[src/rtl/decode_stage_pkg.sv]
// Shared types and constants for the RV32I decode stage: opcodes, control encodings,
// the D->E pipeline register layout, and decode helpers.
package decode_stage_pkg;

  localparam int unsigned XLEN   = 32;
  localparam int unsigned NREGS  = 32;
  localparam int unsigned REG_AW = 5;

  localparam logic [6:0] OP_R    = 7'b0110011;
  localparam logic [6:0] OP_I    = 7'b0010011;
  localparam logic [6:0] OP_LW   = 7'b0000011;
  localparam logic [6:0] OP_SW   = 7'b0100011;
  localparam logic [6:0] OP_BR   = 7'b1100011;
  localparam logic [6:0] OP_JAL  = 7'b1101111;
  localparam logic [6:0] OP_JALR = 7'b1100111;
  localparam logic [6:0] OP_LUI  = 7'b0110111;

  typedef enum logic [3:0] {
    ALU_ADD   = 4'd0,
    ALU_SUB   = 4'd1,
    ALU_AND   = 4'd2,
    ALU_OR    = 4'd3,
    ALU_XOR   = 4'd4,
    ALU_SLT   = 4'd5,
    ALU_SLL   = 4'd6,
    ALU_SRL   = 4'd7,
    ALU_SRA   = 4'd8,
    ALU_PASSB = 4'd9
  } alu_ctrl_e;

  typedef enum logic [1:0] {
    RES_ALU = 2'b00,
    RES_MEM = 2'b01,
    RES_PC4 = 2'b10
  } result_src_e;

  typedef enum logic [2:0] {
    IMM_I = 3'd0,
    IMM_S = 3'd1,
    IMM_B = 3'd2,
    IMM_J = 3'd3,
    IMM_U = 3'd4
  } imm_src_e;

  typedef struct packed {
    logic        reg_write;
    logic        mem_write;
    logic        alu_src;
    result_src_e result_src;
    alu_ctrl_e   alu_ctrl;
  } ctrl_t;

  typedef struct packed {
    ctrl_t             ctrl;
    logic [XLEN-1:0]   rd1;
    logic [XLEN-1:0]   rd2;
    logic [XLEN-1:0]   imm;
    logic [XLEN-1:0]   pc_plus4;
    logic [REG_AW-1:0] rs1;
    logic [REG_AW-1:0] rs2;
    logic [REG_AW-1:0] rd;
  } de_reg_t;

  // Sign-extended immediate for each instruction format.
  function automatic logic [XLEN-1:0] imm_extend(input logic [XLEN-1:0] i, input imm_src_e src);
    logic [XLEN-1:0] r;
    r = '0;
    case (src)
      IMM_I:   r = {{20{i[31]}}, i[31:20]};
      IMM_S:   r = {{20{i[31]}}, i[31:25], i[11:7]};
      IMM_B:   r = {{19{i[31]}}, i[31], i[7], i[30:25], i[11:8], 1'b0};
      IMM_J:   r = {{11{i[31]}}, i[31], i[19:12], i[20], i[30:21], 1'b0};
      IMM_U:   r = {i[31:12], 12'b0};
      default: r = '0;
    endcase
    return r;
  endfunction

  // ALU operation from funct3/funct7[5]; SUB only exists in register-register form.
  function automatic alu_ctrl_e alu_decode(input logic [2:0] f3, input logic f7b5, input logic is_r);
    alu_ctrl_e a;
    a = ALU_ADD;
    case (f3)
      3'b000:  a = (is_r && f7b5) ? ALU_SUB : ALU_ADD;
      3'b001:  a = ALU_SLL;
      3'b010:  a = ALU_SLT;
      3'b100:  a = ALU_XOR;
      3'b101:  a = f7b5 ? ALU_SRA : ALU_SRL;
      3'b110:  a = ALU_OR;
      3'b111:  a = ALU_AND;
      default: a = ALU_ADD;
    endcase
    return a;
  endfunction

endpackage

[src/rtl/decode_stage_if.sv]
// Decode-stage bus: fetch inputs, writeback/forwarding inputs, fetch redirect and D->E outputs.
interface decode_stage_if;
  import decode_stage_pkg::*;

  logic [XLEN-1:0]   InstrD;
  logic [XLEN-1:0]   PCPlus4D;
  logic              RegWriteW;
  logic [REG_AW-1:0] RdW;
  logic [XLEN-1:0]   ResultW;
  logic [XLEN-1:0]   ALUResultM;
  logic              ForwardAD;
  logic              ForwardBD;
  logic              FlushE;

  logic [XLEN-1:0]   PCBranchD;
  logic              PCSrcD;
  logic              BranchD;
  logic [REG_AW-1:0] Rs1D;
  logic [REG_AW-1:0] Rs2D;
  logic              IllegalD;

  logic              RegWriteE;
  logic              MemWriteE;
  logic              ALUSrcE;
  logic [1:0]        ResultSrcE;
  logic [3:0]        ALUControlE;
  logic [XLEN-1:0]   RD1E;
  logic [XLEN-1:0]   RD2E;
  logic [XLEN-1:0]   ImmExtE;
  logic [XLEN-1:0]   PCPlus4E;
  logic [REG_AW-1:0] Rs1E;
  logic [REG_AW-1:0] Rs2E;
  logic [REG_AW-1:0] RdE;

  modport master (
    output InstrD, PCPlus4D, RegWriteW, RdW, ResultW, ALUResultM, ForwardAD, ForwardBD, FlushE,
    input  PCBranchD, PCSrcD, BranchD, Rs1D, Rs2D, IllegalD,
    input  RegWriteE, MemWriteE, ALUSrcE, ResultSrcE, ALUControlE,
    input  RD1E, RD2E, ImmExtE, PCPlus4E, Rs1E, Rs2E, RdE
  );

  modport slave (
    input  InstrD, PCPlus4D, RegWriteW, RdW, ResultW, ALUResultM, ForwardAD, ForwardBD, FlushE,
    output PCBranchD, PCSrcD, BranchD, Rs1D, Rs2D, IllegalD,
    output RegWriteE, MemWriteE, ALUSrcE, ResultSrcE, ALUControlE,
    output RD1E, RD2E, ImmExtE, PCPlus4E, Rs1E, Rs2E, RdE
  );
endinterface

[src/rtl/decode_stage_regfile.sv]
// 2-read/1-write register file; x0 reads zero, same-cycle writes bypass to the read ports.
module decode_stage_regfile
  import decode_stage_pkg::*;
(
  input  logic              clk,
  input  logic              reset,
  input  logic              we,
  input  logic [REG_AW-1:0] waddr,
  input  logic [XLEN-1:0]   wdata,
  input  logic [REG_AW-1:0] raddr1,
  input  logic [REG_AW-1:0] raddr2,
  output logic [XLEN-1:0]   rdata1_c,
  output logic [XLEN-1:0]   rdata2_c
);

  logic [XLEN-1:0] regs [NREGS];
  logic            wr_en;

  assign wr_en = we && (waddr != '0);

  always_ff @(posedge clk or negedge reset) begin
    if (!reset) begin
      for (int i = 0; i < int'(NREGS); i++) regs[i] <= '0;
    end else if (wr_en) begin
      regs[waddr] <= wdata;
    end
  end

  // Write-through so a writeback and a dependent decode can share a cycle.
  always_comb begin
    rdata1_c = '0;
    rdata2_c = '0;
    if (raddr1 != '0) rdata1_c = (wr_en && waddr == raddr1) ? wdata : regs[raddr1];
    if (raddr2 != '0) rdata2_c = (wr_en && waddr == raddr2) ? wdata : regs[raddr2];
  end

endmodule

[src/rtl/decode_stage.sv]
// RV32I decode stage: control decode, immediates, early branch/jump resolution and the D->E register.
module decode_stage
  import decode_stage_pkg::*;
(
  input logic           clk,
  input logic           reset,
  decode_stage_if.slave bus
);

  logic [6:0]        opcode;
  logic [2:0]        funct3;
  logic              funct7_b5;
  logic [REG_AW-1:0] rs1, rs2, rd;
  logic [XLEN-1:0]   rd1, rd2, imm_ext, opa, opb;
  logic [XLEN-1:0]   pc_d, br_base, br_sum;
  ctrl_t             ctrl;
  imm_src_e          imm_src;
  logic              is_beq, is_bne, is_jal, is_jalr, illegal;
  de_reg_t           e_d, e_q;

  assign opcode    = bus.InstrD[6:0];
  assign funct3    = bus.InstrD[14:12];
  assign funct7_b5 = bus.InstrD[30];
  assign rd        = bus.InstrD[11:7];
  assign rs1       = bus.InstrD[19:15];
  assign rs2       = bus.InstrD[24:20];

  decode_stage_regfile u_regfile (
    .clk      (clk),
    .reset    (reset),
    .we       (bus.RegWriteW),
    .waddr    (bus.RdW),
    .wdata    (bus.ResultW),
    .raddr1   (rs1),
    .raddr2   (rs2),
    .rdata1_c (rd1),
    .rdata2_c (rd2)
  );

  // Main control decode; unsupported opcodes leave every control at zero.
  always_comb begin
    ctrl    = '0;
    imm_src = IMM_I;
    is_beq  = 1'b0;
    is_bne  = 1'b0;
    is_jal  = 1'b0;
    is_jalr = 1'b0;
    illegal = 1'b0;
    case (opcode)
      OP_R: begin
        ctrl.reg_write = 1'b1;
        ctrl.alu_ctrl  = alu_decode(funct3, funct7_b5, 1'b1);
      end
      OP_I: begin
        ctrl.reg_write = 1'b1;
        ctrl.alu_src   = 1'b1;
        ctrl.alu_ctrl  = alu_decode(funct3, funct7_b5, 1'b0);
      end
      OP_LW: begin
        ctrl.reg_write  = 1'b1;
        ctrl.alu_src    = 1'b1;
        ctrl.result_src = RES_MEM;
      end
      OP_SW: begin
        ctrl.mem_write = 1'b1;
        ctrl.alu_src   = 1'b1;
        imm_src        = IMM_S;
      end
      OP_BR: begin
        ctrl.alu_ctrl = ALU_SUB;
        imm_src       = IMM_B;
        is_beq        = (funct3 == 3'b000);
        is_bne        = (funct3 == 3'b001);
      end
      OP_JAL: begin
        ctrl.reg_write  = 1'b1;
        ctrl.result_src = RES_PC4;
        imm_src         = IMM_J;
        is_jal          = 1'b1;
      end
      OP_JALR: begin
        ctrl.reg_write  = 1'b1;
        ctrl.alu_src    = 1'b1;
        ctrl.result_src = RES_PC4;
        is_jalr         = 1'b1;
      end
      OP_LUI: begin
        ctrl.reg_write = 1'b1;
        ctrl.alu_src   = 1'b1;
        ctrl.alu_ctrl  = ALU_PASSB;
        imm_src        = IMM_U;
      end
      default: illegal = 1'b1;
    endcase
  end

  assign imm_ext = imm_extend(bus.InstrD, imm_src);

  // Early redirect: compare operands may come from M via the hazard unit.
  assign opa     = bus.ForwardAD ? bus.ALUResultM : rd1;
  assign opb     = bus.ForwardBD ? bus.ALUResultM : rd2;
  assign pc_d    = bus.PCPlus4D - XLEN'(4);
  assign br_base = is_jalr ? opa : pc_d;
  assign br_sum  = br_base + imm_ext;

  assign bus.PCBranchD = is_jalr ? {br_sum[XLEN-1:1], 1'b0} : br_sum;
  assign bus.PCSrcD    = (is_beq && (opa == opb)) || (is_bne && (opa != opb)) || is_jal || is_jalr;
  assign bus.BranchD   = is_beq || is_bne;
  assign bus.Rs1D      = rs1;
  assign bus.Rs2D      = rs2;
  assign bus.IllegalD  = illegal;

  always_comb begin
    e_d          = '0;
    e_d.ctrl     = ctrl;
    e_d.rd1      = rd1;
    e_d.rd2      = rd2;
    e_d.imm      = imm_ext;
    e_d.pc_plus4 = bus.PCPlus4D;
    e_d.rs1      = rs1;
    e_d.rs2      = rs2;
    e_d.rd       = rd;
  end

  // D->E register; a flush loads an all-zero bubble.
  always_ff @(posedge clk or negedge reset) begin
    if (!reset) begin
      e_q <= '0;
    end else if (bus.FlushE) begin
      e_q <= '0;
    end else begin
      e_q <= e_d;
    end
  end

  assign bus.RegWriteE   = e_q.ctrl.reg_write;
  assign bus.MemWriteE   = e_q.ctrl.mem_write;
  assign bus.ALUSrcE     = e_q.ctrl.alu_src;
  assign bus.ResultSrcE  = e_q.ctrl.result_src;
  assign bus.ALUControlE = e_q.ctrl.alu_ctrl;
  assign bus.RD1E        = e_q.rd1;
  assign bus.RD2E        = e_q.rd2;
  assign bus.ImmExtE     = e_q.imm;
  assign bus.PCPlus4E    = e_q.pc_plus4;
  assign bus.Rs1E        = e_q.rs1;
  assign bus.Rs2E        = e_q.rs2;
  assign bus.RdE         = e_q.rd;

endmodule

[src/flat_wrapper.sv]
// flat-port wrapper written by rule: the top's interface ports become plain ports
module decode_stage_flat import decode_stage_pkg::*;
  (clk, reset, bus_InstrD, bus_PCPlus4D, bus_RegWriteW, bus_RdW, bus_ResultW, bus_ALUResultM, bus_ForwardAD, bus_ForwardBD, bus_FlushE, bus_PCBranchD, bus_PCSrcD, bus_BranchD, bus_Rs1D, bus_Rs2D, bus_IllegalD, bus_RegWriteE, bus_MemWriteE, bus_ALUSrcE, bus_ResultSrcE, bus_ALUControlE, bus_RD1E, bus_RD2E, bus_ImmExtE, bus_PCPlus4E, bus_Rs1E, bus_Rs2E, bus_RdE);
  decode_stage_if bus_i ();
  input logic clk;
  input logic reset;
  input wire logic [$bits(bus_i.InstrD)-1:0] bus_InstrD;
  input wire logic [$bits(bus_i.PCPlus4D)-1:0] bus_PCPlus4D;
  input wire logic [$bits(bus_i.RegWriteW)-1:0] bus_RegWriteW;
  input wire logic [$bits(bus_i.RdW)-1:0] bus_RdW;
  input wire logic [$bits(bus_i.ResultW)-1:0] bus_ResultW;
  input wire logic [$bits(bus_i.ALUResultM)-1:0] bus_ALUResultM;
  input wire logic [$bits(bus_i.ForwardAD)-1:0] bus_ForwardAD;
  input wire logic [$bits(bus_i.ForwardBD)-1:0] bus_ForwardBD;
  input wire logic [$bits(bus_i.FlushE)-1:0] bus_FlushE;
  output wire logic [$bits(bus_i.PCBranchD)-1:0] bus_PCBranchD;
  output wire logic [$bits(bus_i.PCSrcD)-1:0] bus_PCSrcD;
  output wire logic [$bits(bus_i.BranchD)-1:0] bus_BranchD;
  output wire logic [$bits(bus_i.Rs1D)-1:0] bus_Rs1D;
  output wire logic [$bits(bus_i.Rs2D)-1:0] bus_Rs2D;
  output wire logic [$bits(bus_i.IllegalD)-1:0] bus_IllegalD;
  output wire logic [$bits(bus_i.RegWriteE)-1:0] bus_RegWriteE;
  output wire logic [$bits(bus_i.MemWriteE)-1:0] bus_MemWriteE;
  output wire logic [$bits(bus_i.ALUSrcE)-1:0] bus_ALUSrcE;
  output wire logic [$bits(bus_i.ResultSrcE)-1:0] bus_ResultSrcE;
  output wire logic [$bits(bus_i.ALUControlE)-1:0] bus_ALUControlE;
  output wire logic [$bits(bus_i.RD1E)-1:0] bus_RD1E;
  output wire logic [$bits(bus_i.RD2E)-1:0] bus_RD2E;
  output wire logic [$bits(bus_i.ImmExtE)-1:0] bus_ImmExtE;
  output wire logic [$bits(bus_i.PCPlus4E)-1:0] bus_PCPlus4E;
  output wire logic [$bits(bus_i.Rs1E)-1:0] bus_Rs1E;
  output wire logic [$bits(bus_i.Rs2E)-1:0] bus_Rs2E;
  output wire logic [$bits(bus_i.RdE)-1:0] bus_RdE;
  assign bus_i.InstrD = bus_InstrD;
  assign bus_i.PCPlus4D = bus_PCPlus4D;
  assign bus_i.RegWriteW = bus_RegWriteW;
  assign bus_i.RdW = bus_RdW;
  assign bus_i.ResultW = bus_ResultW;
  assign bus_i.ALUResultM = bus_ALUResultM;
  assign bus_i.ForwardAD = bus_ForwardAD;
  assign bus_i.ForwardBD = bus_ForwardBD;
  assign bus_i.FlushE = bus_FlushE;
  assign bus_PCBranchD = bus_i.PCBranchD;
  assign bus_PCSrcD = bus_i.PCSrcD;
  assign bus_BranchD = bus_i.BranchD;
  assign bus_Rs1D = bus_i.Rs1D;
  assign bus_Rs2D = bus_i.Rs2D;
  assign bus_IllegalD = bus_i.IllegalD;
  assign bus_RegWriteE = bus_i.RegWriteE;
  assign bus_MemWriteE = bus_i.MemWriteE;
  assign bus_ALUSrcE = bus_i.ALUSrcE;
  assign bus_ResultSrcE = bus_i.ResultSrcE;
  assign bus_ALUControlE = bus_i.ALUControlE;
  assign bus_RD1E = bus_i.RD1E;
  assign bus_RD2E = bus_i.RD2E;
  assign bus_ImmExtE = bus_i.ImmExtE;
  assign bus_PCPlus4E = bus_i.PCPlus4E;
  assign bus_Rs1E = bus_i.Rs1E;
  assign bus_Rs2E = bus_i.Rs2E;
  assign bus_RdE = bus_i.RdE;
  decode_stage u_core (.clk(clk), .reset(reset), .bus(bus_i));
endmodule
[config.mk]
export PLATFORM = sky130hd
export DESIGN_NAME = decode_stage_flat
export DESIGN_NICKNAME = d
export VERILOG_FILES = /design/src/rtl/decode_stage_pkg.sv /design/src/rtl/decode_stage_if.sv /design/src/rtl/decode_stage_regfile.sv /design/src/rtl/decode_stage.sv /design/src/flat_wrapper.sv
export SDC_FILE = /design/constraint.sdc
export NUM_CORES = 2
export LEC_CHECK = 0
export CORE_MARGIN = 5
export CORE_UTILIZATION = 45
export CTS_CLUSTER_DIAMETER = 60
export CTS_CLUSTER_SIZE = 25
export DETAILED_ROUTE_END_ITERATION = 7
export DONT_BUFFER_PORTS = 1
export SYNTH_ARGS = -nofsm -noshare
export SYNTH_HDL_FRONTEND = slang
export SYNTH_SLANG_ARGS = --single-unit
[constraint.sdc]
create_clock -name clk -period 7.13 [get_ports clk]
set_clock_uncertainty 0.05 [all_clocks]
set_input_delay 0.3565 -clock clk [delete_from_list [all_inputs] [get_ports clk]]
set_output_delay 0.3565 -clock clk [all_outputs]
set_load 0.03 [all_outputs]
==> flow_metrics.env <==
export IMPL_global_route_overflow_total=0
export IMPL_worstHoldPathCells=3
export IMPL_drc_errors=0
export IMPL_synth_nets=5149
export IMPL_synthArstFlopShare_pct=100
export IMPL_setup_worst_path_start_class="primary input"
export IMPL_tritoncts_num_sinks=1176
export IMPL_power_density_nw_per_um2=272
export IMPL_htree_levels=3
export IMPL_synthMostInstantiatedCell="dfrtp_1"
export IMPL_initial_core_utilization_pct=45.1
export IMPL_synth_top_flop_cell="dfrtp_1"
export IMPL_clk_transition_reported_paths_ns=0.08
export IMPL_ioPinCount=336
export IMPL_initial_antenna_violation_count=26
export IMPL_setup_repair_after_global_routing_missed_its_margin="false"
export IMPL_critPathTopFamily="compound AO/OA/AOI/OAI gates"
export IMPL_violated_checks="max-slew violations, negative setup slack"
export IMPL_fin_crit_sh_pct=102
export IMPL_first_global_vias=46200
export IMPL_cts_root_to_sink_buffers=3
export IMPL_cp_cell_sequence="xnor2_1 > nand4_1 > o21ai_4 > a211o_1 > o21ai_0 > mux2i_1 > a21oi_1 > ha_1 > and3_1 > and3_1 > inv_1 > or3_1 > o2111ai_1 > nand3_1 > a311oi_1 > nor2_1 > o31ai_1 > xnor2_1 > buf_4"
export IMPL_dpl_cell_count=6505
export IMPL_die_height_um=389
export IMPL_vias_per_cell=6.82
export IMPL_root_buffer="clkbuf_16"
export IMPL_total_core_area_sq_um=143000
export IMPL_row_count=139
export IMPL_worst_ep_required_time_ns=6.72
export IMPL_timing_hold_worst_class="primary input to flip-flop"
export IMPL_path_max_fanout=297
export IMPL_maxCapViolCount=0
export IMPL_stdcell_area_sq_um=71600
export IMPL_areaGrowthSynthToFinish_pct=11.0
export IMPL_area_contributors_post_synth="dfrtp_1, mux2_2, mux4_2"
export IMPL_post_route_worst_setup_slack_ns=-0.116
export IMPL_syn_avg_cell_area_sq_um=13.0
export IMPL_tritoncts="built"
export IMPL_post_route_min_period_ns=7.25
export IMPL_timing_critical_path_slowest_cell_delay_ns=0.65
export IMPL_metal_1_wl_um=97400
export IMPL_route_antenna_remaining_nets=0
export IMPL_drt_first_pass_iters=5
export IMPL_place_hpwl_um=154000
export IMPL_worst_r2r_path_depth=5
export IMPL_dpl_cell_area_sq_um=65900
export IMPL_setup_reg_to_reg_worst_slack_ns=4.32
export IMPL_worst_slew_margin_rel_pct=-19.3
export IMPL_end_of_the_worst_hold_path="u_core.bus.ImmExtE[4]"
export IMPL_place_congestion=0.960
export IMPL_synth_edff_count=0
export IMPL_cp_arrival_ns=6.84
export IMPL_placement_setup_worst_slack_ns=0.780
export IMPL_synth_distinct_cells=86
export IMPL_synth_cells=4977
export IMPL_dr_total_vias=46900
export IMPL_ys_ff_latch=1176
export IMPL_largest_net_degree_at_the_start_of_global_routing=300
export IMPL_dr_max_layer_used="met5"
export IMPL_final_layout_size_suffix_gt1_share_pct=36.3
export IMPL_routed_wl_met3_um=29000
export IMPL_post_synth_instance_area_sq_um=64500
export IMPL_hold_start="bus_InstrD[5]"
export IMPL_finalWirelength_um=253000
export IMPL_numCtsBuffers=110
export IMPL_power_w=0.0195
export IMPL_grt_first_pass_wirelength_um=358000
export IMPL_timing_max_transition_violations_final=404
export IMPL_detail_route_wl_per_cell_um=36.8
export IMPL_synth_top_area_cell="dfrtp_1"
export IMPL_r2r_end="u_core.bus.RD1E[30]"
export IMPL_clock_insertion_delay_worst_skew_ns=0.78
export IMPL_synth_sequential_area_ratio_pct=45.6
export IMPL_finalSetupViolCount=2
export IMPL_num_nets_final=5036
export IMPL_rr_startpoint="u_core.u_regfile.regs[542]"
export IMPL_yosys_warnings=0
export IMPL_outcome="finished with violations"
export IMPL_leakagePower_nw=30.7
export IMPL_worst_ir_drop_vdd_mv=0.215
export IMPL_fmax_mhz=138
export IMPL_worst_path_buf_inv=2
export IMPL_max_slew_worst_pin_slew_ns=1.79
export IMPL_postCtsSetupRepairBufs=0
export IMPL_crit_path_end_kind="primary output"
export IMPL_die_w_um=389
export IMPL_placement_io_buffers=0
export IMPL_fin_util_pct=50.1
export IMPL_nFillCells=12400
export IMPL_final_hold_violation_count=0
export IMPL_path_class="primary input to primary output"
export IMPL_synthDominantCellAreaShare_pct=45.6
export IMPL_first_iter_violations=6174
export IMPL_track_usage_pct=32.8
export IMPL_crit_path_top_delay_cell="o21ai_4"
export IMPL_fp_dieArea_sq_um=151000
export IMPL_synth_common_cells="dfrtp_1, mux2_2, mux4_2"
export IMPL_wl_met2_um=112000
export IMPL_finish_cell_count_without_fillers=6876
worst max-delay path by stage:
| stage | slack [ns] | depth (start not counted) | start | endpoint |
|---|---|---|---|---|
| finish | -0.12 | 19 | bus_InstrD[15] | bus_PCBranchD[31] |
| global route | 0.14 | 19 | bus_InstrD[15] | bus_PCBranchD[31] |
| CTS | 0.52 | 19 | u_core.u_regfile.regs[525] | bus_PCBranchD[31] |
| detailed placement | 0.78 | 19 | bus_InstrD[16] | bus_PCBranchD[31] |
| global placement | 0.84 | 19 | bus_InstrD[16] | bus_PCBranchD[31] |
| floorplan | 1.42 | 22 | bus_InstrD[15] | bus_PCBranchD[29] |
stage by stage:
step | hold WS (ns) | TNS (ns)
2_1_floorplan | 0.0109 | 0
3_3_place_gp | 0.327 | 0
3_5_place_dp | 0.332 | 0
4_1_cts | 0.00586 | 0
5_1_grt | 0.0459 | 0
6_report | 0.0292 | -0.124
worst register-to-register path: stages, from the launching register on:
cell and delay [ns]:
dfrtp_1 0.40, mux4_2 0.50, a22o_1 0.28, a211oi_1 0.51, o32a_1 0.83, nor2_1 0.10
power breakdown:
group	total [W]	internal (W)	switching (W)
clock network	0.00646	0.00327	0.00319
logic	0.00426	0.00229	0.00197
registers	0.00879	0.00783	0.000962
cells in the final DEF, fill, tap and decap left out, drive strengths merged, types with 28 or more instances in the layout:
| cell type | n |
|---|---|
| xnor2 | 65 |
| inv | 85 |
| a21o | 40 |
| a21oi | 127 |
| mux4 | 441 |
| o21ai | 189 |
| mux2 | 925 |
| a22oi | 67 |
| dfrtp | 1176 |
| xor2 | 43 |
| o22ai | 28 |
| nor2 | 179 |
| a22o | 38 |
| o221ai | 45 |
| nor2b | 91 |
| nand3 | 36 |
| mux2i | 201 |
| buf | 155 |
| nor3 | 39 |
| a211oi | 29 |
| clkinv | 33 |
| ha | 32 |
| dlygate4sd3 | 127 |
| clkbuf | 119 |
| nand2 | 312 |
cells by family after synthesis:
kind of cell	share of synthesized area (%)
muxes	34.7
and+or+nand+nor	5.89
AOI/OAI and AO/OA	7.81
DFF	45.6
buffers and inverters	3.90
adders and majority gates	0.652
xor gates and xnor gates	1.47
registers in the layout, summed over array words and instances (netlist names):
register and flops:
u_core.u_regfile.regs 1024, u_core.bus.ImmExtE 32, u_core.bus.PCPlus4E 32, u_core.bus.RD1E 32
u_core.bus.RD2E 32, u_core.bus.RdE 5, u_core.bus.Rs1E 5, u_core.bus.Rs2E 5
u_core.bus.ALUControlE 4, u_core.bus.ResultSrcE 2, u_core.bus.ALUSrcE 1, u_core.bus.MemWriteE 1
u_core.bus.RegWriteE 1
final cells by class:
| type | instances | area [sq um] | area share, % |
|---|---|---|---|
| Multi-Input combinational cell | 3254 | 32800 | 45.8 |
| Clock buffer | 119 | 2850 | 3.97 |
| Inverter | 40 | 151 | 0.211 |
| Sequential cell | 1176 | 29400 | 41.1 |
| Antenna cell | 13 | 32.5 | 0.0454 |
| Tap cell | 1903 | 2380 | 3.32 |
| Timing Repair Buffer | 282 | 2880 | 4.01 |
| Clock inverter | 89 | 1090 | 1.52 |
repair_timing:
item	CTS	global route
hold buffers	150	0
gates resized for setup	0	1
endpoints found under the setup margin	0	1
endpoints found under the hold margin	1209	0
routing by layer:
| metal | vias to the layer above | GRT usage, % |
|---|---|---|
| met5 | - | 0 |
| met4 | 14 | 16.4 |
| met3 | 676 | 9.78 |
| met2 | 2903 | 49.2 |
| met1 | 24800 | 43.6 |
| li1 | 18500 | - |
Note: power is estimated with default switching activity, not from simulation.
